--- src/rtl/pipe_hazard_if.sv ---
// Control bundle between the LC-3b pipeline datapath and its hazard/sequencing unit.
// master = datapath side (drives hazard inputs), slave = hazard controller.
interface pipe_hazard_if #(
  parameter int unsigned NUM_STAGES = 5,
  parameter int unsigned REG_W      = 3,
  parameter int unsigned NUM_SRC    = 2
);
  // hazard inputs
  logic                       imem_resp;
  logic                       dmem_stall;
  logic                       br_taken;
  logic [NUM_SRC*REG_W-1:0]   id_src_regs;
  logic [NUM_SRC-1:0]         id_src_used;
  logic [REG_W-1:0]           ex_dest_reg;
  logic                       ex_is_load;
  // sequencing outputs
  logic                       pc_load;
  logic                       pc_sel_branch;
  logic [NUM_STAGES-2:0]      reg_load;
  logic [NUM_STAGES-2:0]      stage_valid;
  logic                       load_use_stall;

  modport master (
    output imem_resp, dmem_stall, br_taken, id_src_regs, id_src_used,
           ex_dest_reg, ex_is_load,
    input  pc_load, pc_sel_branch, reg_load, stage_valid, load_use_stall
  );

  modport slave (
    input  imem_resp, dmem_stall, br_taken, id_src_regs, id_src_used,
           ex_dest_reg, ex_is_load,
    output pc_load, pc_sel_branch, reg_load, stage_valid, load_use_stall
  );
endinterface

--- src/rtl/pipe_hazard_ctrl.sv ---
// Pipeline sequencing and hazard control for the LC-3b pipelined CPU.
// Per-stage load enables and valid bits replace the global pipeline freeze:
// dmem stall holds the front end while older stages drain, a taken branch
// flushes the younger stages, a load-use pair gets one ID bubble, and an
// imem miss inserts a fetch bubble. Priority: dmem stall > branch > load-use
// > imem miss > normal advance.
// Optional build macro PIPE_PERF_CNT_EN adds stall/flush/bubble counters.
// Legal configuration: 4 <= NUM_STAGES <= 8, 2 <= MEM_STAGE <= NUM_STAGES-2,
// 2 <= BR_STAGE <= MEM_STAGE.
module pipe_hazard_ctrl #(
  parameter int unsigned NUM_STAGES = 5,
  parameter int unsigned MEM_STAGE  = 3,
  parameter int unsigned BR_STAGE   = 3,
  parameter int unsigned REG_W      = 3,
  parameter int unsigned NUM_SRC    = 2
) (
  input  logic          clk,
  input  logic          reset,
  pipe_hazard_if.slave  hz
`ifdef PIPE_PERF_CNT_EN
  ,
  output logic [31:0]   perf_stall_cnt,
  output logic [31:0]   perf_flush_cnt,
  output logic [31:0]   perf_bubble_cnt
`endif
);

  // number of pipeline registers R_1..R_(NUM_STAGES-1)
  localparam int unsigned NR    = NUM_STAGES - 1;
  localparam int unsigned CNT_W = 32;

  // R_1..R_MEM_STAGE freeze during a dmem stall; R_(MEM_STAGE+1) takes a bubble
  localparam logic [NR-1:0] MEM_HOLD_M = NR'((64'd1 << MEM_STAGE) - 64'd1);
  localparam logic [NR-1:0] MEM_BUB_M  = NR'(64'd1 << MEM_STAGE);
  // R_1..R_BR_STAGE hold instructions younger than a resolving branch
  localparam logic [NR-1:0] FLUSH_M    = NR'((64'd1 << BR_STAGE) - 64'd1);
  // load-use: R_1 holds, R_2 takes the bubble
  localparam logic [NR-1:0] R1_M       = NR'(1);
  localparam logic [NR-1:0] R12_M      = NR'(3);
  localparam logic [NR-1:0] ALL_M      = {NR{1'b1}};

  logic [NR-1:0] stage_valid_q;
  logic [NR-1:0] stage_valid_d;
  logic [NR-1:0] shifted_c;

  logic          src_hit_c;
  logic          ms_c;
  logic          bt_c;
  logic          lu_c;
  logic          im_c;

  logic          pc_load_c;
  logic          pc_sel_branch_c;
  logic          load_use_stall_c;
  logic [NR-1:0] reg_load_c;

  // Every register advanced by one: R_k takes v[k-1], R_1 gets a bubble
  assign shifted_c = {stage_valid_q[NR-2:0], 1'b0};

  // Qualified hazard events; invalid stages never raise MS, BT or LU
  always_comb begin
    src_hit_c = 1'b0;
    for (int unsigned i = 0; i < NUM_SRC; i++) begin
      if (hz.id_src_used[i] && (hz.id_src_regs[i*REG_W +: REG_W] == hz.ex_dest_reg)) begin
        src_hit_c = 1'b1;
      end
    end
    ms_c = hz.dmem_stall & stage_valid_q[MEM_STAGE-1];
    bt_c = hz.br_taken   & stage_valid_q[BR_STAGE-1];
    lu_c = hz.ex_is_load & stage_valid_q[1] & stage_valid_q[0] & src_hit_c;
    im_c = ~hz.imem_resp;
  end

  // Priority case selection: load enables, PC control and next valid bits
  always_comb begin
    pc_load_c        = 1'b0;
    pc_sel_branch_c  = 1'b0;
    load_use_stall_c = 1'b0;
    reg_load_c       = '0;
    stage_valid_d    = stage_valid_q;
    if (reset) begin
      stage_valid_d = '0;
    end else if (ms_c) begin
      // front end frozen, older stages drain behind a bubble
      reg_load_c    = ~MEM_HOLD_M;
      stage_valid_d = (stage_valid_q & MEM_HOLD_M) | (shifted_c & ~MEM_HOLD_M & ~MEM_BUB_M);
    end else if (bt_c) begin
      pc_load_c       = 1'b1;
      pc_sel_branch_c = 1'b1;
      reg_load_c      = ALL_M;
      stage_valid_d   = shifted_c & ~FLUSH_M;
    end else if (lu_c) begin
      load_use_stall_c = 1'b1;
      reg_load_c       = ~R1_M;
      stage_valid_d    = (stage_valid_q & R1_M) | (shifted_c & ~R12_M);
    end else if (im_c) begin
      reg_load_c    = ALL_M;
      stage_valid_d = shifted_c;
    end else begin
      pc_load_c     = 1'b1;
      reg_load_c    = ALL_M;
      stage_valid_d = shifted_c | R1_M;
    end
  end

  // Stage valid bits; reset discards all in-flight state
  always_ff @(posedge clk) begin
    if (reset) begin
      stage_valid_q <= '0;
    end else begin
      stage_valid_q <= stage_valid_d;
    end
  end

  assign hz.pc_load        = pc_load_c;
  assign hz.pc_sel_branch  = pc_sel_branch_c;
  assign hz.load_use_stall = load_use_stall_c;
  assign hz.reg_load       = reg_load_c;
  assign hz.stage_valid    = stage_valid_q;

`ifdef PIPE_PERF_CNT_EN
  logic [CNT_W-1:0] stall_cnt_q;
  logic [CNT_W-1:0] stall_cnt_d;
  logic [CNT_W-1:0] flush_cnt_q;
  logic [CNT_W-1:0] flush_cnt_d;
  logic [CNT_W-1:0] bubble_cnt_q;
  logic [CNT_W-1:0] bubble_cnt_d;

  // One counter per event class, following the same priority as the sequencer
  always_comb begin
    stall_cnt_d  = stall_cnt_q;
    flush_cnt_d  = flush_cnt_q;
    bubble_cnt_d = bubble_cnt_q;
    if (ms_c) begin
      stall_cnt_d = stall_cnt_q + CNT_W'(1);
    end else if (bt_c) begin
      flush_cnt_d = flush_cnt_q + CNT_W'(1);
    end else if (lu_c || im_c) begin
      bubble_cnt_d = bubble_cnt_q + CNT_W'(1);
    end
  end

  // Counter registers, cleared and held while reset is high
  always_ff @(posedge clk) begin
    if (reset) begin
      stall_cnt_q  <= '0;
      flush_cnt_q  <= '0;
      bubble_cnt_q <= '0;
    end else begin
      stall_cnt_q  <= stall_cnt_d;
      flush_cnt_q  <= flush_cnt_d;
      bubble_cnt_q <= bubble_cnt_d;
    end
  end

  assign perf_stall_cnt  = stall_cnt_q;
  assign perf_flush_cnt  = flush_cnt_q;
  assign perf_bubble_cnt = bubble_cnt_q;
`endif

endmodule
--- src/flat_wrapper.sv ---
// flat-port wrapper written by rule: the top's interface ports become plain ports
module pipe_hazard_ctrl_flat 
#(
  parameter int unsigned NUM_STAGES = 5,
  parameter int unsigned MEM_STAGE  = 3,
  parameter int unsigned BR_STAGE   = 3,
  parameter int unsigned REG_W      = 3,
  parameter int unsigned NUM_SRC    = 2
)
  (clk, reset, hz_imem_resp, hz_dmem_stall, hz_br_taken, hz_id_src_regs, hz_id_src_used, hz_ex_dest_reg, hz_ex_is_load, hz_pc_load, hz_pc_sel_branch, hz_reg_load, hz_stage_valid, hz_load_use_stall);
  pipe_hazard_if #(.NUM_STAGES(NUM_STAGES), .REG_W(REG_W), .NUM_SRC(NUM_SRC)) hz_i ();
  input  logic clk;
  input  logic reset;
  input wire logic [$bits(hz_i.imem_resp)-1:0] hz_imem_resp;
  input wire logic [$bits(hz_i.dmem_stall)-1:0] hz_dmem_stall;
  input wire logic [$bits(hz_i.br_taken)-1:0] hz_br_taken;
  input wire logic [$bits(hz_i.id_src_regs)-1:0] hz_id_src_regs;
  input wire logic [$bits(hz_i.id_src_used)-1:0] hz_id_src_used;
  input wire logic [$bits(hz_i.ex_dest_reg)-1:0] hz_ex_dest_reg;
  input wire logic [$bits(hz_i.ex_is_load)-1:0] hz_ex_is_load;
  output wire logic [$bits(hz_i.pc_load)-1:0] hz_pc_load;
  output wire logic [$bits(hz_i.pc_sel_branch)-1:0] hz_pc_sel_branch;
  output wire logic [$bits(hz_i.reg_load)-1:0] hz_reg_load;
  output wire logic [$bits(hz_i.stage_valid)-1:0] hz_stage_valid;
  output wire logic [$bits(hz_i.load_use_stall)-1:0] hz_load_use_stall;
  assign hz_i.imem_resp = hz_imem_resp;
  assign hz_i.dmem_stall = hz_dmem_stall;
  assign hz_i.br_taken = hz_br_taken;
  assign hz_i.id_src_regs = hz_id_src_regs;
  assign hz_i.id_src_used = hz_id_src_used;
  assign hz_i.ex_dest_reg = hz_ex_dest_reg;
  assign hz_i.ex_is_load = hz_ex_is_load;
  assign hz_pc_load = hz_i.pc_load;
  assign hz_pc_sel_branch = hz_i.pc_sel_branch;
  assign hz_reg_load = hz_i.reg_load;
  assign hz_stage_valid = hz_i.stage_valid;
  assign hz_load_use_stall = hz_i.load_use_stall;
  pipe_hazard_ctrl #(.NUM_STAGES(NUM_STAGES), .MEM_STAGE(MEM_STAGE), .BR_STAGE(BR_STAGE), .REG_W(REG_W), .NUM_SRC(NUM_SRC)) u_core (.clk(clk), .reset(reset), .hz(hz_i));
endmodule
--- config.mk ---
export PLATFORM = sky130hd
export DESIGN_NAME = pipe_hazard_ctrl_flat
export DESIGN_NICKNAME = d
export VERILOG_FILES = /design/src/rtl/pipe_hazard_if.sv /design/src/rtl/pipe_hazard_ctrl.sv /design/src/flat_wrapper.sv
export SDC_FILE = /design/constraint.sdc
export NUM_CORES = 1
export LEC_CHECK = 0
export CORE_AREA = 2 2 39 41
export CTS_BUF_LIST = sky130_fd_sc_hd__clkbuf_16
export DETAILED_ROUTE_END_ITERATION = 8
export DIE_AREA = 0 0 41 43
export PLACE_DENSITY = 0.61
export SLEW_MARGIN = 0
export SYNTH_ARGS = -nofsm -noshare
export SYNTH_HDL_FRONTEND = slang
export SYNTH_SLANG_ARGS = --single-unit
--- constraint.sdc ---
create_clock -name clk -period 1.1 [get_ports clk]
set_input_delay 0.11 -clock clk [delete_from_list [all_inputs] [get_ports clk]]
set_output_delay 0.11 -clock clk [all_outputs]
set_load 0.005 [all_outputs]
== Word-level counts from Yosys, hierarchy flattened ==
Index checks and enable logic that the tools add are counted.

* Word-level logic and storage cells: 34
* Output and inout port bits: 11
* Register bits: 4
* Input port bits: 17

* Multiplexer cells: 21
* Equal/unequal tests: 2
* Bitwise operators: 6
* Reductions and logical operators: 3

{| class="wikitable"
|+ Operators with widths
! operator !! count
|-
| 4-bit two-way mux || 5
|-
| 1-bit two-way mux || 16
|-
| 3-bit == test || 2
|-
| 1-bit bitwise AND || 5
|-
| 1-bit by 4-bit bitwise OR with 4-bit output || 1
|-
| 1-bit logical AND || 2
|-
| 2-bit OR reduction || 1
|}

== Depth between registers and ports, before layout ==
Gate-level depths: netlist (run 1).

* Depth in word-level cells: 9
* Depth in mapped cells: 4

== Least setup slack after synthesis (run 1) ==
Ideal clock, no wire load.

* Kind: register -> register
* Start: reg u_core.stage_valid_q[2], in the netlist u_core.hz.stage_valid[2]
* End: reg u_core.stage_valid_q[3], in the netlist u_core.hz.stage_valid[3]
* Period minus slack after synthesis: 1.035 ns
* Stages on the path, launching flop included: 5
* Buffers on the path: 0
* Arrival: 0.920 ns
* Path slack: 0.065 ns
* Cells stage by stage: dfxtp_1 > nand2_1 > nand2_1 > inv_1 > and2_1

* Cells in the longest elaborated chain, start to end: 3

{| class="wikitable"
|+ Ends and longest elaborated chain
! what !! RTL line !! source
|-
| start: declaration || pipe_hazard_ctrl.sv:42 || <nowiki>logic [NR-1:0] stage_valid_q;</nowiki>
|-
| start signal: assignment || pipe_hazard_ctrl.sv:111 || <nowiki>stage_valid_q <= stage_valid_d;</nowiki>
|-
| 1-bit by 4-bit bitwise OR with 4-bit output || pipe_hazard_ctrl.sv:95 || <nowiki>stage_valid_d = (stage_valid_q & R1_M) | (shifted_c & ~R12_M);</nowiki>
|-
| 4-bit two-way mux || pipe_hazard_ctrl.sv:92 || <nowiki>end else if (lu_c) begin</nowiki>
|-
| 4-bit two-way mux || pipe_hazard_ctrl.sv:87 || <nowiki>end else if (bt_c) begin</nowiki>
|}

Parallel ways exist; a longest one is shown, timed or not.
A chain may end at the register's enable or synchronous reset.

== Worst setup path in the final report (run 1) ==
* Start: in hz_ex_dest_reg[0]
* End: out hz_load_use_stall

* Cells in the longest elaborated chain, start to end: 9

{| class="wikitable"
|+ Ends and longest elaborated chain
! what !! RTL line !! source
|-
| start: declaration || flat_wrapper.sv:19 || <nowiki>input wire logic [$bits(hz_i.ex_dest_reg)-1:0] hz_ex_dest_reg;</nowiki>
|-
| 3-bit == test || pipe_hazard_ctrl.sv:64 || <nowiki>if (hz.id_src_used[i] && (hz.id_src_regs[i*REG_W +: REG_W] == hz.ex_dest_reg)) begin</nowiki>
|-
| 1-bit logical AND || pipe_hazard_ctrl.sv:64 ||
|-
| 1-bit two-way mux || pipe_hazard_ctrl.sv:64 ||
|-
| 1-bit two-way mux * || pipe_hazard_ctrl.sv:64 ||
|-
| 1-bit bitwise AND * || pipe_hazard_ctrl.sv:70 || <nowiki>lu_c = hz.ex_is_load & stage_valid_q[1] & stage_valid_q[0] & src_hit_c;</nowiki>
|-
| 1-bit two-way mux * || pipe_hazard_ctrl.sv:92 ||
|-
| 1-bit two-way mux * || pipe_hazard_ctrl.sv:87 ||
|-
| 1-bit two-way mux * || pipe_hazard_ctrl.sv:83 || <nowiki>end else if (ms_c) begin</nowiki>
|-
| 1-bit two-way mux * || pipe_hazard_ctrl.sv:81 || <nowiki>if (reset) begin</nowiki>
|-
| end: declaration || flat_wrapper.sv:25 || <nowiki>output wire logic [$bits(hz_i.load_use_stall)-1:0] hz_load_use_stall;</nowiki>
|}

Mark *: on every way between the ends. The rest lies on a longest branch, timed or not.

==> out/results.ini, run 1 <==
[synthesis]
syn-num-nets = 53
ys_ff_latch = 4
yosysSeqAreaShare = 0.290
synth_edf_count = 0
async_flop_share = 0
ys_types = 16
yosysTopAreaCellShare = 0.290
syn_area_sq_um = 277
yosysWarnings = 0
syn_inst = 36
syn_avg_cell_area_sq_um = 7.68
synthFlopType = dfxtp_1
synth_area_leader_cell = dfxtp_1
synthTopCellsByArea = dfxtp_1 29%, xnor2_1 19%, a21oi_1 7.2%, nand2_1 6.8%, a221oi_2 5.4%
yosys-top-cells-count = 6 x xnor2_1, 5 x nand2_1, 4 x a21oi_1, 4 x dfxtp_1, 3 x nor2_1
yosysMostFrequentCell = xnor2_1

[routing]
wl_per_cell_microns = 12.6
firstDrtPassIters = 3
first_iter_violations = 2
vias_per_cell = 4.61
drc = 0
route.vias.total = 484
routed_wl_mm = 1.32
antenna_left = 0

[critical_path]
cp_top_family = buffers and inverters
worst-path-buf-inv = 3
critical_path_class = input port to primary output
ff2ff_setup_slack_ns = -0.07
critPathMaxFanout = 2
cpMostUsedCell = buf_6
r2r-start = u_core.hz.stage_valid[2]$_SDFFE_PP0N_
crit_chain = buf_6, xnor2_1, nand4_1, a221oi_4, buf_4, and2_4, buf_6
r2r-end = u_core.hz.stage_valid[0]$_SDFFE_PP0P_
r2r_cells = 7
crit_path_end_kind = primary output
worstPathArrival_ns = 1.25
crit_slowest_cell = a221oi_4
critPathRequiredTime_ns = 0.99
cpPeakStageDelay_ns = 0.33
startpoint_type = input port

[global_route]
grt_pass1_vias = 475
antenna_found_initial = 0
grt_pass1_wl_mm = 1.99
globalRouteOverflowTotal = 0
track_usage = 0.171
grt_max_degree = 5

[run]
maxCapViolCount = 0

[power]
p_per_area_mw_per_mm2 = 1050
vdd_drop_max_uv = 765
p_leak_uw = 0.000435

[cells_and_area]
drive_gt1_frac = 0.730
area_delta_synth_final_pct = 229
largest_register_ffs = 4
final_util = 0.658
nets = 108
diodes = 0

[clock_tree]
clk_pin_slew_ns = 0.03
htreeDepth = 1
numCtsBuffers = 3
cts_tree = yes
root_buffer = clkbuf_16
clock_latency_ns = 0.22
max-clock-path-buffers = 2
clock-sinks = 4
hold_buffers = 0

[timing]
finalCriticalPeriod_ns = 1.36
setup_violations = 7
tightest_slew_ns = 0.239
setup_slack_ns = -0.264
tns_ns = -0.947
rsz0062_at_grt = true
fmax_mhz = 733
drv_slew = 0
whs_ns = 0.322
clock_skew_ns = 0.00271
fin_crit_sh = 1.24
slew_headroom = 0.841
hold_viol_final = 0

[hold_path]
worstHoldEndpoint = u_core.hz.stage_valid[1]$_SDFFE_PP0N_
min_path_cells = 3
min_path_type = input port to flop
worstHoldStart = reset

[floorplanning]
rows = 14
initial_core_util = 0.200
ios = 28
fp.dieArea_sq_mm = 0.00176
die_w_microns = 41
die_y_microns = 43
core_sq_mm = 0.00138

[placement]
post-place-ws_ns = -0.926
dp_hpwl_microns = 777
io_buffers = 27
gp_congestion = 0.675

[run_status]
violations = negative setup slack
status = finished with violations

stage by stage:
stage / instances / cell area (sq um) / total power, uW
after floorplan: 36 / 277 / 211
after global placement: 89 / 642 / 340
after detailed placement: 89 / 642 / 341
after CTS: 104 / 817 / 928
after global routing: 105 / 911 / 994
final: 105 / 911 / 952
logic make-up after synthesis:
| kind of cell | count (synthesis) | synth area share |
|---|---|---|
| AOI/OAI and AO/OA | 9 | 0.231 |
| buffers and inverters | 3 | 0.0543 |
| DFF | 4 | 0.290 |
| xor gates and xnor gates | 6 | 0.190 |
| and+or+nand+nor | 14 | 0.235 |
report_power, final:
| group | switching, uW | internal, uW | total [uW] |
|---|---|---|---|
| logic | 88.1 | 147 | 235 |
| registers | 5.82 | 153 | 159 |
| clock network | 94.5 | 464 | 558 |
layout by cell type (no fill, tap or decap):
cell,instances
buf_4,21
a32oi_1,1
o21ai_0,1
a21oi_4,1
a211oi_2,1
buf_6,10
nand2_2,2
and2_4,1
xnor2_2,4
dfxtp_2,2
a221oi_4,1
nand2_4,2
nand4_1,2
buf_8,2
nand2_1,1
clkbuf_2,1
inv_2,1
inv_4,1
clkbuf_16,3
clkdlybuf4s50_1,2
nor3_2,1
nor2_2,1
dlygate4sd2_1,9
a21oi_1,2
nand3_2,1
xnor2_1,2
dfxtp_4,1
a21oi_2,1
nor2_4,1
nor2_1,1
and2_1,1
dfxtp_1,1
buf_2,6
o21a_1,1
per-layer routing:
layer / track usage / routed length, microns / vias up
met1: 0.177 / 467 / 216
met2: 0.303 / 693 / 30
li1: - / - / 232
met4: 0.0600 / 53 / 0
met5: 0 / 0 / -
met3: 0.0471 / 106 / 6
layout make-up:
class                           instances  area (sq um)
Clock buffer                            3          75.1
Fill cell                             108           473
Inverter                                2          10.0
Multi-Input combinational cell         29           285
Sequential cell                         4          86.3
Tap cell                               16          20.0
Timing Repair Buffer                   51           434
timing repair:
action	in CTS	in global routing
endpoints found under the setup margin	13	9
buffers inserted	19	5
hold endpoints to repair	0	0
gates resized for setup	90	21
pin swaps	16	14
worst max path at each step:
stage,start,end,slack [ns],cells past startpoint
floorplan,u_core.hz.stage_valid[2]$_SDFFE_PP0N_,u_core.hz.stage_valid[3]$_SDFF_PN0_,0.07,4
global placement,hz_ex_dest_reg[0],hz_load_use_stall,-0.89,6
detailed placement,hz_ex_dest_reg[2],hz_load_use_stall,-0.93,6
CTS,u_core.hz.stage_valid[2]$_SDFFE_PP0N_,hz_load_use_stall,-0.21,4
global route,hz_ex_dest_reg[2],hz_load_use_stall,-0.31,7
finish,hz_ex_dest_reg[0],hz_load_use_stall,-0.26,7
worst min-delay path, cell delays in order:
cell and delay [ns]:
dlygate4sd2_1 0.23, buf_4 0.13, a211oi_2 0.03
(Power assumes the default switching activity.)
==> run 2: changes to the inputs <==
--- a/config.mk
+++ b/config.mk
@@ -9,6 +9,8 @@
 export CTS_BUF_LIST = sky130_fd_sc_hd__clkbuf_16
 export DETAILED_ROUTE_END_ITERATION = 8
 export DIE_AREA = 0 0 41 43
+export GPL_ROUTABILITY_DRIVEN = 0
+export HOLD_SLACK_MARGIN = 0.02
 export PLACE_DENSITY = 0.61
 export SLEW_MARGIN = 0
 export SYNTH_ARGS = -nofsm -noshare
==> results of run 2 <==
Same layout as run 1: the final DEF is identical, and so are final timing and power.
